**config.mk**
```make
export PLATFORM = sky130hd
export DESIGN_NAME = size_seq_ctrl
export DESIGN_NICKNAME = d
export VERILOG_FILES = /design/src/rtl/size_seq_ctrl.sv
export SDC_FILE = /design/constraint.sdc
export NUM_CORES = 1
export LEC_CHECK = 0
export CAP_MARGIN = 20
export CORE_UTILIZATION = 49
export DETAILED_ROUTE_END_ITERATION = 7
export PLACE_DENSITY_LB_ADDON = 0.3
export SYNTH_ARGS = -nofsm -noshare
export SYNTH_HDL_FRONTEND = slang
export SYNTH_SLANG_ARGS = --single-unit
```
**constraint.sdc**
```tcl
create_clock -name clk -period 4.03 [get_ports clk]
set_clock_uncertainty 0.15 [all_clocks]
set_input_delay 0.6045 -clock clk [delete_from_list [all_inputs] [get_ports clk]]
set_output_delay 0.6045 -clock clk [all_outputs]
set_load 0.02 [all_outputs]
```
**src/rtl/size_seq_ctrl.sv**
```systemverilog
// Sequences clear/load/add/extend/hash strobes into the size accumulators; strobes land the cycle after acceptance.
// One command at a time (cmd_ready only in IDLE); DATA chunks are taken whenever chk_ready is high.
module size_seq_ctrl #(
  parameter int LEN_W  = 16,
  parameter int TO_CYC = 1024
) (
  input  logic             clk,
  input  logic             rst_n,
  input  logic             cmd_valid,
  output logic             cmd_ready,
  input  logic [2:0]       cmd_type,
  input  logic [LEN_W-1:0] cmd_len,
  input  logic             cmd_384,
  input  logic             chk_valid,
  output logic             chk_ready,
  input  logic [LEN_W-1:0] chk_len,
  input  logic             abort,
  output logic             size0_clr,
  output logic             size0_add,
  output logic             size1_clr,
  output logic             size1_en,
  output logic [1:0]       size1_op,
  output logic [LEN_W-1:0] wr_size,
  output logic [LEN_W-1:0] cmd_extend,
  output logic             s1_flg_384,
  output logic             busy,
  output logic             done,
  output logic             err
);

  localparam int TO_W = $clog2(TO_CYC + 2);

  typedef enum logic [1:0] {
    IDLE = 2'd0,
    DATA = 2'd1,
    DONE = 2'd2
  } state_t;

  state_t           state, state_nx;
  logic [LEN_W-1:0] rem, rem_nx;
  logic [TO_W-1:0]  to_cnt, to_cnt_nx;
  logic [LEN_W-1:0] take;
  logic             cmd_acc, chk_acc;

  logic             size0_clr_nx, size0_add_nx, size1_clr_nx, size1_en_nx;
  logic [1:0]       size1_op_nx;
  logic [LEN_W-1:0] wr_size_nx, cmd_extend_nx;
  logic             s1_flg_384_nx, busy_nx, done_nx, err_nx;

  assign cmd_ready = (state == IDLE) && !abort;
  assign chk_ready = (state == DATA) && !abort;
  assign cmd_acc   = cmd_valid && cmd_ready;
  assign chk_acc   = chk_valid && chk_ready;
  // Oversized chunks are clipped to what is left, so rem can never wrap.
  assign take      = (chk_len > rem) ? rem : chk_len;

  always_comb begin
    state_nx      = state;
    rem_nx        = rem;
    to_cnt_nx     = to_cnt;
    size0_clr_nx  = 1'b0;
    size0_add_nx  = 1'b0;
    size1_clr_nx  = 1'b0;
    size1_en_nx   = 1'b0;
    size1_op_nx   = size1_op;
    wr_size_nx    = wr_size;
    cmd_extend_nx = cmd_extend;
    s1_flg_384_nx = s1_flg_384;
    done_nx       = 1'b0;
    err_nx        = err;

    case (state)
      IDLE: begin
        if (cmd_acc) begin
          state_nx = DONE;
          case (cmd_type)
            3'd0: begin
              size0_clr_nx = 1'b1;
              size1_clr_nx = 1'b1;
              err_nx       = 1'b0;
            end
            3'd1: begin
              size1_en_nx = 1'b1;
              size1_op_nx = 2'b00;
              wr_size_nx  = cmd_len;
            end
            3'd2: begin
              rem_nx    = cmd_len;
              to_cnt_nx = '0;
              if (cmd_len != '0) state_nx = DATA;
            end
            3'd3: begin
              size1_en_nx   = 1'b1;
              size1_op_nx   = 2'b10;
              cmd_extend_nx = cmd_len;
            end
            3'd4: begin
              size1_en_nx   = 1'b1;
              size1_op_nx   = 2'b11;
              s1_flg_384_nx = cmd_384;
            end
            default: err_nx = 1'b1;
          endcase
        end
      end

      DATA: begin
        if (abort) begin
          state_nx  = IDLE;
          err_nx    = 1'b1;
          to_cnt_nx = '0;
        end else if (chk_acc) begin
          to_cnt_nx = '0;
          rem_nx    = rem - take;
          if (chk_len > rem) err_nx = 1'b1;
          if (take != '0) begin
            size0_add_nx = 1'b1;
            size1_en_nx  = 1'b1;
            size1_op_nx  = 2'b01;
            wr_size_nx   = take;
          end
          if (rem == take) state_nx = DONE;
        end else if (TO_CYC != 0) begin
          if (to_cnt == TO_W'(TO_CYC - 1)) begin
            state_nx  = DONE;
            err_nx    = 1'b1;
            to_cnt_nx = '0;
          end else begin
            to_cnt_nx = to_cnt + 1'b1;
          end
        end
      end

      DONE: begin
        state_nx = IDLE;
        // An abort landing on the completion cycle swallows the done pulse.
        if (abort) err_nx  = 1'b1;
        else       done_nx = 1'b1;
      end

      default: state_nx = IDLE;
    endcase

    busy_nx = (state_nx != IDLE);
  end

  always_ff @(posedge clk or negedge rst_n) begin
    if (!rst_n) begin
      state      <= IDLE;
      rem        <= '0;
      to_cnt     <= '0;
      size0_clr  <= 1'b0;
      size0_add  <= 1'b0;
      size1_clr  <= 1'b0;
      size1_en   <= 1'b0;
      size1_op   <= 2'b00;
      wr_size    <= '0;
      cmd_extend <= '0;
      s1_flg_384 <= 1'b0;
      busy       <= 1'b0;
      done       <= 1'b0;
      err        <= 1'b0;
    end else begin
      state      <= state_nx;
      rem        <= rem_nx;
      to_cnt     <= to_cnt_nx;
      size0_clr  <= size0_clr_nx;
      size0_add  <= size0_add_nx;
      size1_clr  <= size1_clr_nx;
      size1_en   <= size1_en_nx;
      size1_op   <= size1_op_nx;
      wr_size    <= wr_size_nx;
      cmd_extend <= cmd_extend_nx;
      s1_flg_384 <= s1_flg_384_nx;
      busy       <= busy_nx;
      done       <= done_nx;
      err        <= err_nx;
    end
  end

endmodule

```
After elaboration in Yosys (flattened, before gate mapping)
Index checks and enable logic that the tools add are counted.

Add/sub/neg operators: 2. Magnitude comparators: 1. Equal/unequal tests: 19. Muxes and demuxes: 52. Reductions and logical operators: 21.

Operators by type and width (number): 2-to-1 mux 16 bit (10); case mux 16 bit (2 select lines) (2); 2-to-1 mux 11 bit (5); nonzero test 16 bit (2); 2-to-1 mux 2 bit (11); case mux 11 bit (2 select lines) (1); AND reduction 6 bit (3); 2-to-1 mux 1 bit (17); equality test 16 bit (1); > comparator 16 bit (1); subtractor 16 bit (1); adder 11 x 1 -> 11 bit (second input constant) (1); equality test 11 x 10 -> 1 bit (second input constant) (1); != test 2 bit (second input constant) (5); AND reduction 3 bit (3); != test 4 x 3 -> 1 bit (second input constant) (2); case mux 2 bit (2 select lines) (2); equality test 3 x 2 -> 1 bit (second input constant) (2); != test 2 x 1 -> 1 bit (second input constant) (3); case mux 2 bit (3 select lines) (1); AND reduction 5 bit (1); logical AND 1 bit (4); != test 4 x 1 -> 1 bit (second input constant) (1); case mux 1 bit (2 select lines) (2); 12 further kinds (13).

Bits in registers: 70. Bits of input ports: 41. Output and inout port bits: 44. Logic and storage cells: 108.

Longest topological paths before layout
Depth after elaboration: 8. Depth in mapped cells: 20. Gate-level depth less buffers: 19.

Least setup slack after synthesis
No wires, ideal clock.

Path type: input-to-reg. Start: input port chk_len[14]. End: register rem[11]. Library setup time: 0.076 ns. Data arrival time: 3.948 ns. Required time: 3.804 ns. Slack: -0.144 ns. Stages: 16. Path buffers: 1. Cells stage by stage: ha_1 -> nand4_1 -> nor4_2 -> o21ai_0 -> and4_4 -> nor2_8 -> buf_6 -> mux2i_1 -> ha_1 -> nor2b_1 -> o2111ai_1 -> and3_1 -> or3_1 -> and3b_1 -> o31a_1 -> o21ai_1.

Word-level cells in the longest chain between the ends: 6.

Ends and longest elaborated chain: start: declaration (line 16) `input logic [LEN_W-1:0] chk_len,`; > comparator 16 bit (line 55) `assign take = (chk_len > rem) ? rem : chk_len;`; 2-to-1 mux 16 bit (line 55); subtractor 16 bit (line 114) `rem_nx = rem - take;`; 2-to-1 mux 16 bit (line 112) `end else if (chk_acc) begin`; 2-to-1 mux 16 bit (line 108) `if (abort) begin`; case mux 16 bit (2 select lines) (line 72) `case (state)`; end signal: assignment (line 165) `rem <= rem_nx;`; end: declaration (line 40) `logic [LEN_W-1:0] rem, rem_nx;`.

No other way between the ends. The select of a mux whose other input is x is not followed. A chain may end at the register's enable or synchronous reset.

Worst setup path after layout
Start: input port chk_len[0]. End: register rem[9].

Word-level cells in the longest chain between the ends: 6.

Ends and longest elaborated chain (line): > comparator 16 bit (55); 2-to-1 mux 16 bit * (55); subtractor 16 bit * (114); 2-to-1 mux 16 bit * (112); 2-to-1 mux 16 bit * (108); case mux 16 bit (2 select lines) * (72).

Mark *: on every way between the ends. The rest lies on a longest branch, timed or not. The select of a mux whose other input is x is not followed.

==> out/summary.txt <==
Status: finished with violations
Failing checks: setup timing
Io pins: 85
Clk_lat worst skew: 0.35 ns
Flop pwr share: 0.193
CP top delay family: compound AO/OA/AOI/OAI gates
Reg2reg setup slack: -0.02 ns
Design area: 0.00712 mm^2
Vias: 5039
Peak supply drop: 0.000539 V
Switch share: 0.434
Slowest stage cell on the critical path: clkdlybuf4s50_1
Post-synth ARST share: 1.00
Worst path cell trace: clkdlybuf4s50_1, inv_1, ha_1, nand2b_1, a21oi_2, o21ai_2, and4_4, nor2_8, buf_12, mux2i_4, ha_4, nor2b_4, o2111ai_4, buf_4, nand3_1, a21o_1, a21oi_2, mux2i_1, o211ai_1
Area Overhead vs Synth: 47.2%
Syn Area/Cell: 9.20 um^2
Syn_nets: 603
HP Class: primary input to async pin
Hpwl dp: 12000 um
Placed Area: 0.00648 mm^2
Vias per std cell: 5.96
Row count: 35
Reg2reg path depth: 18
#FFs+latches synth: 70
Die Y: 101 um
Endpoint class of the critical path: flip-flop
First-pass GRT wire length: 25500 um
Predominant post-synthesis flop cell: dfrtp_1
Comb pwr share: 0.720
Final WS setup: -0.0339 ns
Clock buffer count from CTS: 9
Initial core utilization: 0.514
ANT cells: 0
H-tree lvl count: 3
Avg WL per Cell: 19.4 um
Fmax: 246 MHz
Ys Warns: 0
Most frequent cells in the layout: buf_4 (106), clkdlybuf4s50_1 (71), dfrtp_1 (70), nand2_1 (52), o21ai_0 (32)
Endpoints failing setup: 2
Antenna Nets Post-Route: 0
Crit Reg-Reg Startpoint: rem[6]$_DFFE_PN0P_
Synthesized instance count: 526
Worst-Margin Slew: 0.940 ns
CP startpoint: chk_len[0]
Worst-path clk slew: 0.09 ns
Cell Pwr Density: 861 mW/mm^2
Layout net count: 789
R2r endpoint: rem[9]$_DFFE_PN0P_
Post-Syn Area: 0.00484 mm^2
Leak: 0.00307 uW
Hold Vio Cnt, Final: 0
Initial DRC Count: 250
Pre-antenna DRT Iters: 5
WHS: 0.218 ns
Req. time, crit path: 4.09 ns
Sw Pwr: 2660 uW
RSZ-0062 raised after global routing: yes
Register area share after synthesis: 0.362
Drt total wl: 16500 um
Post-synth cell types: 57
Worst setup SP type: primary input
# DRC: 0
WP buf/inv: 4
Post-synth EDFFs: 0
Internal Power: 3470 uW
Setup TNS: -0.0339 ns
WS Path Type: primary input to flip-flop
Ratio of final minimum period to clock period: 1.01
Crit-path max FO: 7
GPL Wtd Cong: 0.969
Slew HR: 0.374
Layout cell share with drive strength beyond 1: 0.298
Worst EP arrival: 4.13 ns
Cell mode on critical path: a21oi_2
Largest net degree at the start of global routing: 37
Die Area: 0.0103 mm^2
Commonest non-fill, non-tap cell in the layout: buf_4
Count of final max-slew check failures: 0
Fin crit period: 4.06 ns
Initial antenna violation count: 0
CTS tree: built
Clk pwr share: 0.087
Post-CTS Hold Fix Bufs: 0
Global-route usage over all layers: 0.328
Vias in the first global route: 5036
Core area: 0.00942 mm^2
# clock sinks: 70
Deepest clock path buffer count: 2
Max-cap viol count: 0
Max stage delay on crit path: 0.48 ns
Die X: 101 um
Grt total ovfl: 0
CTS Root Cell: clkbuf_8
Total Power: 6130 uW
# port buffers: 84
==> what timing repair did <==
item	4_1_cts	5_1_grt
pin swaps	27	29
gates resized for setup	46	45
endpoints found under the setup margin	15	15
buffers inserted	10	6
==> per-layer routing <==
| layer | vias up | GRT usage | part of all wire | routed length, um |
|---|---|---|---|---|
| met5 | - | 0 | 0 | 0 |
| met3 | 49 | 0.0573 | 0.060 | 993 |
| met4 | 0 | 0.178 | 0.042 | 693 |
| met1 | 2435 | 0.395 | 0.40 | 6560 |
| li1 | 2338 | - | - | - |
| met2 | 217 | 0.559 | 0.50 | 8200 |
==> worst register-to-register path: stages (launching register included) <==
cell and delay [ns]:
dfrtp_1 0.55, inv_1 0.10, ha_1 0.31, nand2_2 0.07
nor4_4 0.27, o21ai_2 0.13, and4_4 0.22, nor2_8 0.21
buf_12 0.16, mux2i_4 0.27, ha_4 0.23, nor2b_4 0.13
o2111ai_4 0.18, buf_4 0.15, nand3_1 0.10, a21o_1 0.19
a21oi_2 0.17, mux2i_1 0.22, o211ai_1 0.11
==> registers in the layout, indices dropped and copies added, names as in the netlist, 2 cells and up <==
signal / cells
rem: 16
size1_op: 2
state: 2
to_cnt: 11
cmd_extend: 16
wr_size: 16
==> final cells by class <==
class                      count  area (um^2)
tap                          129          161
sequential                    70         1750
inverter                      29          109
multi-input combinational    406         3230
clock buffer                  10          138
fill                         665         2290
clock inverter                 6         45.0
timing repair buffer         196         1690
==> power by group through the flow <==
stage	clock (uW)	sequential, uW	combinational [uW]
after global routing	570	1210	4750
after floorplan	0	1370	1800
final	536	1180	4410
after global placement	0	1160	3610
after detailed placement	0	1170	3670
after CTS	544	1160	4010
==> cells by family after synthesis <==
group,share of synthesized area
AOI/OAI and AO/OA,0.208
muxes,0.0874
DFF,0.362
and+or+nand+nor,0.181
buffers and inverters,0.0453
adders and majority gates,0.0946
xor gates and xnor gates,0.0217
==> cells in the mapped netlist (all sizes together), types with 8 or more instances <==
| library cell | count | share of area |
|---|---|---|
| nand3 | 14 | 0.014 |
| mux2i | 22 | 0.046 |
| dfrtp | 70 | 0.36 |
| inv | 29 | 0.022 |
| buf | 9 | 0.013 |
| o21ai | 39 | 0.041 |
| ha | 35 | 0.091 |
| mux2 | 18 | 0.042 |
| nor4 | 15 | 0.021 |
| nand4 | 8 | 0.010 |
| a22oi | 18 | 0.028 |
| nor3 | 11 | 0.014 |
| clkbuf | 12 | 0.0093 |
| nand2b | 8 | 0.010 |
| nand2 | 54 | 0.042 |
| a21oi | 33 | 0.035 |
| a21o | 10 | 0.016 |
| o211ai | 31 | 0.048 |
| nor2 | 24 | 0.025 |
==> per-stage QoR <==
step / util / std cells / worst slack [ns]
after CTS: 0.731 / 840 / 0.00937
after global routing: 0.756 / 846 / -0.154
after global placement: 0.687 / 813 / -0.593
after detailed placement: 0.688 / 814 / -0.797
after floorplan: - / 526 / -0.00428
final: 0.756 / 846 / -0.0339
==> how the worst max path moves through the flow <==
stage | end | slack (ns) | cells past startpoint
floorplan | rem[11]$_DFFE_PN0P_ | -0.004 | 16
global placement | rem[15]$_DFFE_PN0P_ | -0.59 | 16
detailed placement | rem[15]$_DFFE_PN0P_ | -0.80 | 16
CTS | rem[15]$_DFFE_PN0P_ | 0.009 | 16
global route | rem[11]$_DFFE_PN0P_ | -0.15 | 17
finish | rem[9]$_DFFE_PN0P_ | -0.03 | 19
Note: power is estimated with default switching activity, not from simulation.
